## config.mk

```make
export PLATFORM = sky130hd
export DESIGN_NAME = uart_receiver_fsm
export DESIGN_NICKNAME = d
export VERILOG_FILES = /design/src/rtl/uart_receiver_fsm.sv
export SDC_FILE = /design/constraint.sdc
export NUM_CORES = 1
export LEC_CHECK = 0
export ABC_CLOCK_PERIOD_IN_PS = 3400
export CAP_MARGIN = 40
export CELL_PAD_IN_SITES_DETAIL_PLACEMENT = 0
export CELL_PAD_IN_SITES_GLOBAL_PLACEMENT = 1
export CORE_ASPECT_RATIO = 0.7
export CORE_UTILIZATION = 30
export CTS_CLUSTER_DIAMETER = 100
export DETAILED_ROUTE_END_ITERATION = 10
export PLACE_DENSITY = 0.69
export SYNTH_ARGS = -nofsm -noshare
export SYNTH_HDL_FRONTEND = slang
export SYNTH_SLANG_ARGS = --single-unit
```

## constraint.sdc

```tcl
create_clock -name clk -period 3.4 [get_ports clk]
set_input_delay 0.85 -clock clk [delete_from_list [all_inputs] [get_ports clk]]
set_output_delay 0.85 -clock clk [all_outputs]
set_load 0.05 [all_outputs]
```

## src/rtl/uart_receiver_fsm.sv

```systemverilog
// UART receive stage: 2-FF input synchronizer, mid-bit sampling FSM, 8 data bits
// LSB first, optional even-parity slot, stop-bit check with break handling.
module uart_receiver_fsm #(
    parameter int CLK_HZ     = 50000000,
    parameter int BIT_9600   = CLK_HZ / 9600,
    parameter int BIT_19200  = CLK_HZ / 19200,
    parameter int BIT_38400  = CLK_HZ / 38400,
    parameter int BIT_57600  = CLK_HZ / 57600,
    parameter int BIT_115200 = CLK_HZ / 115200
) (
    input  logic       clk,
    input  logic       rst,
    input  logic       Rxi,
    input  logic [2:0] BC,
    input  logic       PbitEna,
    output logic [7:0] RxData,
    output logic       RxValid,
    output logic       ParityErr,
    output logic       FrameErr,
    output logic       Busy
);

    localparam logic [2:0] IDLE      = 3'd0;
    localparam logic [2:0] START     = 3'd1;
    localparam logic [2:0] DATA      = 3'd2;
    localparam logic [2:0] PARITY    = 3'd3;
    localparam logic [2:0] STOP      = 3'd4;
    localparam logic [2:0] WAIT_HIGH = 3'd5;

    logic [2:0]  state;
    logic        rx_meta;
    logic        rxs;
    logic [12:0] sel_len;
    logic [12:0] bit_len;
    logic        par_en;
    logic [12:0] cnt;
    logic [2:0]  idx;
    logic [7:0]  shreg;
    logic        perr;
    logic [12:0] half_last;
    logic [12:0] bit_last;

    // NOTE: every variable assigned in always_comb gets a value on every path, so no latch.
    always_comb begin
        sel_len = 13'(BIT_9600);
        case (BC)
            3'b001:  sel_len = 13'(BIT_19200);
            3'b010:  sel_len = 13'(BIT_38400);
            3'b011:  sel_len = 13'(BIT_57600);
            3'b100:  sel_len = 13'(BIT_115200);
            default: sel_len = 13'(BIT_9600);
        endcase
    end

    assign half_last = (bit_len >> 1) - 13'd1;
    assign bit_last  = bit_len - 13'd1;
    assign Busy      = (state != IDLE);

    // NOTE: sequential state uses non-blocking assignments so all flops see pre-edge values.
    always_ff @(posedge clk or posedge rst) begin
        if (rst) begin
            rx_meta   <= 1'b1;
            rxs       <= 1'b1;
            state     <= IDLE;
            bit_len   <= 13'(BIT_9600);
            par_en    <= 1'b0;
            cnt       <= '0;
            idx       <= '0;
            shreg     <= '0;
            perr      <= 1'b0;
            RxData    <= 8'h00;
            RxValid   <= 1'b0;
            ParityErr <= 1'b0;
            FrameErr  <= 1'b0;
        end else begin
            rx_meta <= Rxi;
            rxs     <= rx_meta;
            RxValid <= 1'b0;
            case (state)
                IDLE: begin
                    if (!rxs) begin
                        state   <= START;
                        cnt     <= '0;
                        bit_len <= sel_len;
                        par_en  <= PbitEna;
                    end
                end
                START: begin
                    if (cnt == half_last) begin
                        cnt <= '0;
                        if (rxs) begin
                            state <= IDLE;
                        end else begin
                            state <= DATA;
                            idx   <= '0;
                        end
                    end else begin
                        cnt <= cnt + 13'd1;
                    end
                end
                DATA: begin
                    if (cnt == bit_last) begin
                        cnt        <= '0;
                        shreg[idx] <= rxs;
                        idx        <= idx + 3'd1;
                        if (idx == 3'd7) state <= par_en ? PARITY : STOP;
                    end else begin
                        cnt <= cnt + 13'd1;
                    end
                end
                PARITY: begin
                    if (cnt == bit_last) begin
                        cnt   <= '0;
                        perr  <= rxs ^ (^shreg);
                        state <= STOP;
                    end else begin
                        cnt <= cnt + 13'd1;
                    end
                end
                STOP: begin
                    // Leaving at mid-stop-bit lets a following start bit be caught.
                    if (cnt == bit_last) begin
                        cnt       <= '0;
                        RxData    <= shreg;
                        ParityErr <= par_en & perr;
                        FrameErr  <= ~rxs;
                        RxValid   <= 1'b1;
                        state     <= rxs ? IDLE : WAIT_HIGH;
                    end else begin
                        cnt <= cnt + 13'd1;
                    end
                end
                WAIT_HIGH: begin
                    if (rxs) state <= IDLE;
                end
                default: state <= IDLE;
            endcase
        end
    end

endmodule

```

==> results of run 1 <==
## metrics by stage
stage	setup WS, ns	hold WS (ns)	area (um^2)	total power (uW)	utilization
5_1_grt	-0.0259	0.362	4460	3400	0.375
4_1_cts	0.0780	0.361	4360	3110	0.367
3_5_place_dp	0.00442	0.350	4190	2480	0.352
3_3_place_gp	0.0935	0.351	4190	2470	0.352
6_report	0.118	0.359	4460	3190	0.375
2_1_floorplan	0.0173	0.345	3730	2010	-
## flip-flops by register name (all words and copies together) (netlist names), 3 cells and up
register	count
cnt	13
shreg	8
bit_len	12
idx	3
state	3
RxData	8
## kinds of logic (layout without fill, tap and decap cells)
kind of cell,Yosys count,after routing,share of synthesized area
buffers and inverters,46,72,0.0514
muxes,20,20,0.0594
xor gates and xnor gates,40,40,0.111
and+or+nand+nor,177,177,0.250
DFF,54,54,0.365
adders and majority gates,4,4,0.0134
AOI/OAI and AO/OA,81,81,0.149
## how the worst max path moves through the flow
stage	startpoint	to	cells past startpoint
finish	bit_len[2]	state[2]	11
global route	bit_len[2]	cnt[6]	13
CTS	bit_len[2]	perr	10
detailed placement	bit_len[2]	perr	10
global placement	bit_len[2]	shreg[7]	11
floorplan	bit_len[1]	RxData[1]	12
## area by class of cell
type / instances / area [um^2]
Clock buffer: 5 / 125
Clock inverter: 3 / 48.8
Timing Repair Buffer: 50 / 437
Inverter: 14 / 52.6
Multi-Input combinational cell: 322 / 2240
Fill cell: 1193 / 7440
Sequential cell: 54 / 1360
Tap cell: 157 / 196
## cell usage in the layout (no fill, tap or decap), types with 5 or more instances in the layout
cell / count
a211oi_1: 6
a21oi_1: 9
buf_4: 30
clkbuf_16: 5
clkdlybuf4s50_1: 18
dfrtp_1: 47
dfstp_2: 7
inv_1: 13
mux2_2: 17
nand2_1: 48
nand2b_1: 5
nand3_1: 17
nand4_1: 6
nor2_1: 31
nor2b_1: 8
nor3_1: 13
nor4_1: 6
o211ai_1: 8
o21ai_0: 27
or3_1: 8
xnor2_1: 18
xor2_1: 17
## worst max-delay path: stages (launching register included)
cell and delay, ns:
dfrtp_1 0.43, inv_1 0.10, ha_1 0.17, or4b_4 0.54
or2_4 0.30, xnor2_4 0.21, o2111ai_4 0.17, a2111oi_4 0.39
buf_4 0.18, o22ai_1 0.08, or4_1 0.52, o21ai_1 0.13
## power groups by stage
| stage | logic (uW) | registers, uW | clock network [uW] |
|---|---|---|---|
| 4_1_cts | 1440 | 1040 | 629 |
| 3_5_place_dp | 1420 | 1060 | 0 |
| 2_1_floorplan | 1130 | 879 | 0 |
| 5_1_grt | 1670 | 1080 | 652 |
| 6_report | 1530 | 1050 | 610 |
| 3_3_place_gp | 1420 | 1050 | 0 |
## metal layers
| metal | vias to the layer above | wire (um) | track usage |
|---|---|---|---|
| met4 | 0 | 51 | 0.0346 |
| met1 | 1570 | 5390 | 0.257 |
| met2 | 88 | 4280 | 0.243 |
| li1 | 1554 | - | - |
| met5 | - | 0 | 0 |
| met3 | 6 | 598 | 0.0388 |
## timing repair
item / CTS / global route
pin swaps: 1 / 2
gates resized for setup: 0 / 10
setup buffers: 0 / 4
endpoints found under the setup margin: 1 / 20
cloned: 0 / 0
==> results.ini, run 1 <==
[clock_network]
numCtsBuffers=5
clk_path_buf_depth=2
cts_tree=yes
cts_hold_buf=0
cts_num_sinks=54
htreeDepth=2
path_clk_slew_ns=0.07
root_buffer=clkbuf_16
clk_latency_ns=0.30

[timing]
min_period_ns=3.28
setup_viol=0
min_period_over_period=0.965
tightest_slew_ns=0.528
setup_tns_ns=0
relSlewSlack=0.644
drv_slew=0
fin_skew_ns=0.00479
fmax_mhz=305
hold_viol=0

[worst_setup_path]
crit_required_ns=3.63
path_class=reg -> reg
regToRegSetupSlack_ns=0.12
r2r.worst_path.cells=11
critical_path.startpoint_type=flip-flop
arrival_ns=3.51
path_max_fanout=8
r2r-end=state[2]
reg2reg_from=bit_len[2]
endpoint_kind=flip-flop

[synth]
synthesis.nets=433
avgSynthCellArea_um2=8.83
synth_warnings=0
synth_seq_cells=54
synthCells=422
synth_commonest_cells=nand2_1, dfrtp_1, nor2_1
ys_async_sr_fraction=1.00
ys.flop_type=dfrtp_1
ys_seq_area_frac=0.365
ys_top_cells_by_area=dfrtp_1, mux2_2, dfstp_2, nand2_1, xnor2_1
synth_top_area_share=0.316
synth_edf_count=0
yosysTopAreaCell=dfrtp_1
netlist_area_um2=3730
synth_most_common_cell=nand2_1
synth.distinct_cells=62

[global_routing]
grt_pass1_wl_mm=16.9
grt_overflow=0
antenna_found_initial=0
grt_pass1_vias=3106
grt_max_degree=25
track_usage=0.170

[worst_hold_path]
whs_path_depth=0
min_path_type=reg -> reg
worstHoldStart=rx_meta
min_to=rxs

[placed_design]
dp_hpwl_mm=7.82
gp_congestion=0.917
placed_cells=593
port_buffers=18

[power]
p_per_area_nw_per_um2=717
p_clk_frac=0.191
ir_drop_v=0.000302
p_leak_uw=0.00182
intPower_uw=1810
sw_frac_of_total=0.432
p_seq_frac=0.330
switchingPower_uw=1380
power_frac_comb=0.479

[die]
coreArea_um2=11900
io_pins=19
fp.dieH_um=95.2
dieArea_um2=12900
row_count=33
start_util=0.313
die_w_um=135

[drt]
ant_nets=0
dr.pass1.iters=5
avgViaCountPerCell=5.32
wire_per_inst_um=17.0
vias=3218
drt-total-wl_mm=10.3
drt_iter0_markers=233
drc=0

[finish]
area_growth_pct=19.6
nets=458
layout-drive-gt1-share=0.183
final_cells=605
antenna_cells=0

[run_status]
status=finished, final reports clean

[job]
maxCapViolCount=0

Power figures use the tool's default switching activity.
==> inputs of run 2 (changes only) <==
--- a/config.mk
+++ b/config.mk
@@ -5,7 +5,7 @@
 export SDC_FILE = /design/constraint.sdc
 export NUM_CORES = 1
 export LEC_CHECK = 0
-export ABC_CLOCK_PERIOD_IN_PS = 3400
+export ABC_CLOCK_PERIOD_IN_PS = 3000
 export CAP_MARGIN = 40
 export CELL_PAD_IN_SITES_DETAIL_PLACEMENT = 0
 export CELL_PAD_IN_SITES_GLOBAL_PLACEMENT = 1
@@ -13,7 +13,7 @@
 export CORE_UTILIZATION = 30
 export CTS_CLUSTER_DIAMETER = 100
 export DETAILED_ROUTE_END_ITERATION = 10
-export PLACE_DENSITY = 0.69
+export PLACE_DENSITY_LB_ADDON = 0.1
 export SYNTH_ARGS = -nofsm -noshare
 export SYNTH_HDL_FRONTEND = slang
 export SYNTH_SLANG_ARGS = --single-unit
==> constraint.sdc (replaced) <==
create_clock -name clk -period 3 [get_ports clk]
set_input_delay 0.75 -clock clk [delete_from_list [all_inputs] [get_ports clk]]
set_output_delay 0.75 -clock clk [all_outputs]
set_load 0.05 [all_outputs]
==> run 2 against run 1 <==
  * Cell count increased by 4.3%
  * Largest power group unchanged
  * Critical endpoint is now shreg[6]
  * Die area did not move
  * The run now ends with negative setup slack left
  * Total power increased by 26%
  * Via count increased by 2.8%
  * Non-clock buffer count is 24 higher
  * Clock power grew 7.5%
==> results.ini, run 2 (same netlist as run 1, synthesis figures left out) <==
[worst_setup_path]
cp_cell_sequence=inv_4 > ha_4 > or4b_4 > buf_12 > or2_4 > xnor2_2 > o2111ai_2 > a2111oi_4 > buf_6 > and4b_2 > nand3_1 > mux2_2
crit_path_max_incr_delay_ns=0.50  ; -0.04 ns
cpLargestDelayFamily=simple AND/OR/NAND/NOR gates
endpoint_kind=flip-flop
crit_required_ns=3.18  ; -0.45 ns
arrival_ns=3.28  ; -0.23 ns
worst_path_max_delay_cell=or4b_4
path_class=reg -> reg
path_buf_inv=3  ; +1
path_max_fanout=8  ; unchanged
critical_path.startpoint_type=flip-flop

[die]
fp.dieH_um=95.2  ; unchanged
io_pins=19  ; unchanged
dieArea_um2=12900  ; unchanged
row_count=33  ; unchanged
coreArea_um2=11900  ; unchanged
die_w_um=135  ; unchanged
start_util=0.313  ; unchanged

[clock_network]
path_clk_slew_ns=0.07  ; about the same
root_buffer=clkbuf_16
clk_latency_ns=0.29  ; about the same
clk_path_buf_depth=2  ; unchanged
numCtsBuffers=5  ; unchanged
htreeDepth=2  ; unchanged
cts_num_sinks=54  ; unchanged
cts_tree=yes

[timing]
fin_ws_ns=-0.0946  ; -0.213 ns
tightest_slew_ns=0.583  ; +0.0547 ns
setup_viol=20  ; +20
relSlewSlack=0.611  ; -0.0337
rsz0062_at_grt=yes
drv_slew=0  ; unchanged
hold_viol=0  ; unchanged
min_period_over_period=1.03  ; +0.0664
fin_skew_ns=0.00590  ; +0.00111 ns
fmax_mhz=323  ; +6.0%
min_period_ns=3.09  ; -0.187 ns

[finish]
antenna_cells=0  ; unchanged
reg_top3=cnt: 13 flops, bit_len: 12 flops
nets=484  ; +5.7%
top_register=cnt
final_cell_mix=buf_4, dfrtp_1, nand2_1
layout-drive-gt1-share=0.287  ; +0.104
area_growth_pct=30.4
final_common_cell=buf_4
final_core_util=0.409  ; +0.0340
final_cells=631  ; +4.3%
largest_reg_flops=13  ; unchanged

[drt]
dr.pass1.iters=4  ; -1
ant_nets=0  ; unchanged
met1Wirelength_mm=6.28  ; +17%
wire_per_inst_um=18.3  ; +7.5%
drc=0  ; unchanged
vias=3309  ; +2.8%
dr.max_layer_used=met4
route.met2.wl_mm=4.56  ; +6.6%
drt_iter0_markers=199  ; -15%
avgViaCountPerCell=5.24  ; -1.4%
drt-total-wl_mm=11.6  ; +12%
wl_met3_um=675  ; +13%

[job]
maxCapViolCount=0  ; unchanged

[global_routing]
grt_overflow=0  ; unchanged
grt_max_degree=20  ; -20%
antenna_found_initial=0  ; unchanged
grt_pass1_wl_mm=18.1  ; +7.0%
track_usage=0.187  ; +0.0172
grt_pass1_vias=3194  ; +2.8%

[run_status]
violations=negative setup slack
status=finished, violations left

[placed_design]
port_buffers=18  ; unchanged
placed_cells=613  ; +3.4%
gp_congestion=0.831  ; -9.4%
dp_hpwl_mm=8.79  ; +12%
pre_cts_slack_ns=-0.158  ; -0.162 ns

[worst_hold_path]
min_path_type=reg -> reg

[power]
ir_drop_v=0.000360  ; +19%
p_leak_uw=0.00199  ; +9.5%
p_per_area_nw_per_um2=830  ; +16%

==> run 2: cell count changes in the layout (fill, tap and decap cells not counted), moves of 4 or more <==
cell and delta:
o21ai_1 +4, o21ai_0 -7, nor3_1 -4, mux2_2 -8, mux2_4 +8, buf_4 +19
==> run 2: area by class of cell <==
cell class                 instances  area (um^2)
inverter                          14         55.1
clock buffer                       6          129
fill                            1200         7030
clock inverter                     2         37.5
sequential                        54         1360
multi-input combinational        324         2430
timing repair buffer              74          648
tap                              157          196
==> run 2: power breakdown <==
group,leakage (uW),switching [uW],internal [uW]
logic,0.00121,1230,1050
clock network,0.0000771,262,394
registers,0.000706,205,889
total,0.00199,1700,2340
==> run 2: through the flow <==
stage	hold WS [ns]	area, um^2	total power (uW)	setup TNS (ns)
floorplan	0.345	3820	2330	-0.231
finish	0.359	4860	4030	-1.03
global route	0.367	4860	4300	-4.19
CTS	0.360	4680	3830	-1.13
detailed placement	0.349	4420	3070	-3.43
global placement	0.347	4420	3090	-6.18
==> run 2: path summary, 6_finish.rpt <==
kind                            startpoint           to  slack (ns)  depth (start not counted)
min in group asynchronous              rst    RxData[6]        0.78                          2
worst max register to register  bit_len[1]     shreg[6]       -0.09                         12
worst min-delay path               rx_meta          rxs        0.36                          0
worst max-delay path            bit_len[1]     shreg[6]       -0.09                         12
max in group asynchronous              rst  bit_len[12]        1.56                          3
worst min register to register     rx_meta          rxs        0.36                          0
==> run 2: metal layers <==
| layer | up-vias | global-route usage |
|---|---|---|
| li1 | 1614 | - |
| met1 | 1603 | 0.303 |
| met2 | 87 | 0.250 |
| met3 | 5 | 0.0362 |
| met4 | 0 | 0.0281 |
| met5 | - | 0 |
==> run 2: timing repair <==
action,4_1_cts,5_1_grt
cloned,1,2
hold endpoints to repair,0,0
hold buffers,0,0
resized for setup,12,38
buffers inserted,3,4
pin swaps,4,8
setup endpoints to repair,36,38
==> RTL change 1 (config.mk and constraints of run 2) <==
Add an input register stage for `Rxi`, without a reset; this delays it by one clock. The other inputs are not delayed to match.
--- a/src/rtl/uart_receiver_fsm.sv
+++ b/src/rtl/uart_receiver_fsm.sv
@@ -27,4 +27,10 @@
     localparam logic [2:0] STOP      = 3'd4;
     localparam logic [2:0] WAIT_HIGH = 3'd5;
+
+    logic Rxi_q;
+
+    always_ff @(posedge clk) begin
+        Rxi_q <= Rxi;
+    end
 
     logic [2:0]  state;
@@ -74,5 +80,5 @@
             FrameErr  <= 1'b0;
         end else begin
-            rx_meta <= Rxi;
+            rx_meta <= Rxi_q;
             rxs     <= rx_meta;
             RxValid <= 1'b0;
Behaviour: not the same (Yosys sat finds a counterexample within 4 cycles, from zero or initial values and one cycle with rst high).
==> RTL change 1 against run 2 <==
  * The flow still finishes with violations (negative setup slack)
  * Critical path depth up 1
  * Power down 9.6%
  * Global-route usage down 1.9 points
  * Synthesized area down 4.2%
  * Final area down 3.5%
  * Routed wire length down 14%
  * Setup slack better by 86 ps
  * Synthesized cell count down 2.8%
  * Sequential cell count up 1
  * Critical path type unchanged
  * Highest routed layer unchanged
==> RTL change 1: results (changes against run 2) <==
Status
  – Status: finished, violations left
  – Violated checks: negative setup slack

Global route
  – Vias in the first global route: 2819 (-12%)
  – Pin count of the biggest net entering global routing: 55 (+180%)
  – Gr usage total: 0.168 (-0.0194)
  – First-pass GRT wire length: 15.9 mm (-12%)
  – Initial antenna violation count: 0 (unchanged)

CTS
  – Clk slew on worst S/H paths: 70 ps (about the same)
  – CTS Root Cell: clkbuf_16
  – Clock Latency Late Sink: around 300 ps
  – H-tree depth: 2 (unchanged)
  – Clock buffer depth: 2 (unchanged)
  – CTS buffer count: 5 (unchanged)

Critical path
  – CP peak stage delay: 460 ps (-40 ps)
  – Critical-path maximum fanout: 5 (-3)
  – Crit-path slowest cell: or4b_4

Route
  – DRT Pass-1 Iters: 4 (unchanged)
  – DR WL/cell: 16.5 um (-9.8%)
  – Iter 0 DRT Violations: 224 (+13%)
  – Via count: 3089 (-6.6%)

Placed design
  – GP Congestion: 0.820 (-1.3%)
  – IO Port Bufs: 18 (unchanged)
  – Pre-CTS setup slack: -36.3 ps (+122 ps)
  – Placed Area: 4160 um^2 (-6.0%)
  – Dpl hpwl: 7.46 mm (-15%)

Logic synthesis
  – Post-Synth XOR/XNOR Area: 0.101 (-0.0102)
  – Post-synthesis mux area share: 0.0249 (-0.0345)
  – Synth top area cells: dfrtp_1, nand2_1, xnor2_1, dfstp_2, o21ai_0
  – Yosys warns: 0 (unchanged)
  – Count of cell types in the netlist: 75 (+21%)
  – Top cells by count, synth: nand2_1, dfrtp_1, o21ai_0, nor2_1, xnor2_1
  – Post-synthesis compound-gate area fraction: 0.181 (+0.0315)
  – Top_reg_cell synth: dfrtp_1
  – Sequential cell area fraction in the yosys report: 0.387 (+0.0217)
  – Asr flop ratio synth: 0.982 (-0.0182)
  – Mapped Nets: 421 (-2.8%)
  – Post-Synth Adder-Cell Area: 0.0140 (+0.000593)

Cells and area
  – Filler cells: 1137 (-5.3%)
  – N_diodes: 0 (unchanged)
  – NumNets Final: 457 (-5.6%)
  – Largest register FFs: 13 (unchanged)
  – Layout cell share with drive strength beyond 1: 0.280 (-0.00728)
  – Largest registers: cnt (13), bit_len (12)

STA
  – Final Skew: 6.86 ps (+0.967 ps)
  – Worst-Margin Slew: 770 ps (+188 ps)
  – Endpoints failing setup: 2 (-90%)
  – Worst setup margin: -8.95 ps (+85.7 ps)

Hold path
  – Min-delay worst type: flip-flop to flip-flop

Power and ir drop
  – Max IR drop VDD: 0.000446 V (+24%)
  – Lkg Pwr: 1.89 nW (-5.1%)
[RTL change 1: cells by family (layout without fill, tap and decap cells)]
family                   Yosys count  in the layout
buffers and inverters             45             82
AND/OR/NAND/NOR                  168            168
multiplexers                       8              8
adder cells (fa/ha/maj)            4              4
XOR/XNOR                          38             38
flip-flops                        55             55
AO/OA/AOI/OAI                     92             92
[RTL change 1: final cells by class]
type                    instances  share of cell area
repair buffers                 61               0.122
clock buffers                   6              0.0275
well taps                     153              0.0408
clock inverters                 2             0.00800
multi-input cells             310               0.497
flip-flops and latches         55               0.294
inverters                      13              0.0104
[RTL change 1: per-layer routing]
metal,GRT usage,share of wire
met4,0.0402,0.0085
met2,0.211,0.37
met5,0,0
met3,0.0293,0.040
met1,0.279,0.58
[RTL change 1: what timing repair did]
action	in CTS	in global routing
resized for setup	5	63
setup endpoints to repair	13	30
buffers inserted	0	5
endpoints found under the hold margin	0	0
pin swaps	2	19
[RTL change 1: final timing paths]
path                       startpoint          end  slack [ps]  cells past startpoint
setup / recovery           bit_len[2]       cnt[6]          -9                     13
hold / removal                  Rxi_q      rx_meta         300                      0
setup reg to reg           bit_len[2]       cnt[6]          -9                     13
hold reg to reg                 Rxi_q      rx_meta         300                      0
max in group asynchronous         rst  bit_len[12]        1840                      3
min in group asynchronous         rst    RxData[1]         840                      3
[RTL change 1: power breakdown]
| part | switching, W | internal, W | total [W] |
|---|---|---|---|
| sequential | 0.000187 | 0.000880 | 0.00107 |
| clock | 0.000273 | 0.000395 | 0.000668 |
| combinational | 0.00108 | 0.000830 | 0.00191 |
| total | 0.00154 | 0.00210 | 0.00365 |
[RTL change 1: worst max-delay path, delay by kind of cell (launching register included)]
family	cells	cell delay [ps]
AND/OR/NAND/NOR	3	890
AO/OA/AOI/OAI	4	810
buffers and inverters	5	650
flip-flops	1	390
adder cells (fa/ha/maj)	1	130
[RTL change 1: through the flow]
stage | TNS [ps] | utilization | hold slack, ps | std cells
5_1_grt | -1650 | 0.415 | 305 | 600
3_5_place_dp | -202 | 0.368 | 287 | 587
3_3_place_gp | -43.8 | 0.368 | 294 | 587
2_1_floorplan | 0 | - | 284 | 410
4_1_cts | 0 | 0.385 | 304 | 595
6_report | -13.6 | 0.415 | 302 | 600
==> RTL change 2 (flow settings as in run 2) <==
Without the edit above. `CLK_HZ`: 50000000 -> 25000000.
--- a/src/rtl/uart_receiver_fsm.sv
+++ b/src/rtl/uart_receiver_fsm.sv
@@ -2,5 +2,5 @@
 // LSB first, optional even-parity slot, stop-bit check with break handling.
 module uart_receiver_fsm #(
-    parameter int CLK_HZ     = 50000000,
+    parameter int CLK_HZ     = 25000000,
     parameter int BIT_9600   = CLK_HZ / 9600,
     parameter int BIT_19200  = CLK_HZ / 19200,
Check against the original RTL: no difference found for any inputs over 10 cycles, from zero or initial values and one cycle with rst high; that may be too few to reach the edited logic, so the function may still have changed.
==> RTL change 2 against run 2 <==
  * The flow still finishes with violations (negative setup slack)
  * Setup slack improved by 19 ps
  * Routed wire length decreased by 24%
  * Final area decreased by 9.1%
  * Count of clock-buffer cells in the layout decreased by 1
  * Power decreased by 15%
  * Synthesized area decreased by 8.1%
  * Sequential cell count unchanged
  * Clock power decreased by 9.9%
  * Sequential power decreased by 7%
  * Largest cell class unchanged
  * Largest power group unchanged
  * Highest routed layer unchanged
==> RTL change 2: results (changes against run 2) <==
Placed design
  – IO Port Bufs: 18 (unchanged)
  – Dpl hpwl: 6.66 mm (-24%)
  – GP Congestion: 0.789 (-5.1%)
  – Placed Area: 4150 um^2 (-6.2%)

STA
  – Final Skew: 9.43 ps (+3.53 ps)
  – Relative slew margins: 0.502 (-0.108)
  – Final Hold Violating Endpoints: 0 (unchanged)
  – Worst setup margin: -75.9 ps (+18.7 ps)
  – Endpoints failing setup: 8 (-60%)

Route
  – Iter 0 DRT Violations: 170 (-15%)
  – Vias per cell: 4.82 (-8.0%)
  – DR WL/cell: 15.2 um (-17%)

Global route
  – Initial antenna violation count: 0 (unchanged)
  – Met3 GRT Util: 0.0301 (-0.00610)
  – Grt met1 use: 0.276 (-0.0267)
  – Met2 Use GR: 0.194 (-0.0557)
  – Vias in the first global route: 2660 (-17%)
  – Gr usage total: 0.159 (-0.0277)
  – First-pass GRT wire length: 14.5 mm (-20%)
  – Pin count of the biggest net entering global routing: 55 (+180%)

CTS
  – Clk slew on worst S/H paths: 70 ps (about the same)
  – Clock Latency Late Sink: roughly 300 ps
  – H-tree depth: 2 (unchanged)

Status
  – Status: finished, violations left
  – Violated checks: negative setup slack

Cells and area
  – N_diodes: 0 (unchanged)
  – Seq. cell area: 1360 um^2 (unchanged)
  – Filler cells: 1130 (-5.8%)
  – NumNets Final: 436 (-9.9%)
  – Layout cell share with drive strength beyond 1: 0.273 (-0.0140)

Critical path
  – CP endpoint: shreg[6]
  – Worst r2r path cells: 8 (-4)
  – Reg2reg start: bit_len[6]
  – CP peak stage delay: 620 ps (+120 ps)
  – Worst path arrival time: 3260 ps (-20 ps)

Logic synthesis
  – Sequential cell area fraction in the yosys report: 0.397 (+0.0323)
  – Synth top area cells: dfrtp_1, xnor2_1, dfstp_2, mux2_2, nand2_1
  – Mapped Nets: 383 (-12%)
  – Top cells by count, synth: dfrtp_1, nand2_1, o21ai_0, xnor2_1, nor2_1
  – Count of cell types in the netlist: 55 (-11%)

Power and ir drop
  – Sw Share: 0.396 (-0.0240)
  – Lkg Pwr: 1.86 nW (-6.6%)
  – Max IR drop VDD: 0.000365 V (+1.5%)
-- RTL change 2: worst min path at each step --
stage | startpoint | slack (ps) | cells after the start | endpoint
6_report | rx_meta | 360 | 0 | rxs
5_1_grt | rx_meta | 370 | 0 | rxs
3_3_place_gp | rx_meta | 350 | 0 | rxs
4_1_cts | rx_meta | 360 | 0 | rxs
3_5_place_dp | rx_meta | 350 | 0 | rxs
2_1_floorplan | rx_meta | 350 | 0 | rxs
-- RTL change 2: per-layer routing --
layer,wire (um),share of wire
met5,0,0
met4,30,0.0034
met3,362,0.041
met2,3200,0.36
met1,5180,0.59
-- RTL change 2: cell families after synthesis --
group / synth area share
mux: 0.0746
flops: 0.397
buf+inv: 0.0475
simple gates: 0.226
compound gates: 0.132
fa+ha+maj: 0.0183
xor+xnor: 0.104
-- RTL change 2: final cells by class --
| cell class | instances | share of cell area |
|---|---|---|
| tap | 153 | 0.0433 |
| inverter | 13 | 0.0110 |
| sequential | 54 | 0.308 |
| clock buffer | 5 | 0.0283 |
| clock inverter | 3 | 0.00538 |
| multi-input combinational | 278 | 0.471 |
| timing repair buffer | 72 | 0.133 |
-- RTL change 2: repair_timing --
action / CTS / global route
pin swaps: 2 / 0
gates cloned: 0 / 0
setup endpoints to repair: 23 / 26
hold buffers: 0 / 0
buffers inserted: 1 / 0
resized for setup: 5 / 14
endpoints found under the hold margin: 0 / 0
-- RTL change 2: power groups by stage --
stage          sequential, W  combinational (W)  clock, W
2_1_floorplan       0.000984            0.00111         0
3_3_place_gp         0.00102            0.00175         0
3_5_place_dp         0.00102            0.00173         0
4_1_cts              0.00101            0.00178  0.000617
5_1_grt              0.00103            0.00201  0.000645
6_report             0.00101            0.00182  0.000591
-- RTL change 2: worst max-delay path, delay by kind of cell (launching register included) --
| kind | cells | cell delay, ps |
|---|---|---|
| DFF | 1 | 400 |
| and+or+nand+nor | 5 | 1840 |
| muxes | 3 | 740 |
-- RTL change 2: per-stage QoR --
| stage | hold WS, ps | setup TNS (ps) | cells | setup slack (ps) | total power, W |
|---|---|---|---|---|---|
| 6_report | 358 | -387 | 578 | -75.9 | 0.00342 |
| 3_3_place_gp | 346 | -1330 | 569 | -118 | 0.00277 |
| 3_5_place_dp | 347 | -1530 | 569 | -142 | 0.00275 |
| 4_1_cts | 359 | -572 | 578 | -87.4 | 0.00340 |
| 5_1_grt | 368 | -2390 | 578 | -179 | 0.00368 |
| 2_1_floorplan | 345 | -911 | 371 | -121 | 0.00209 |
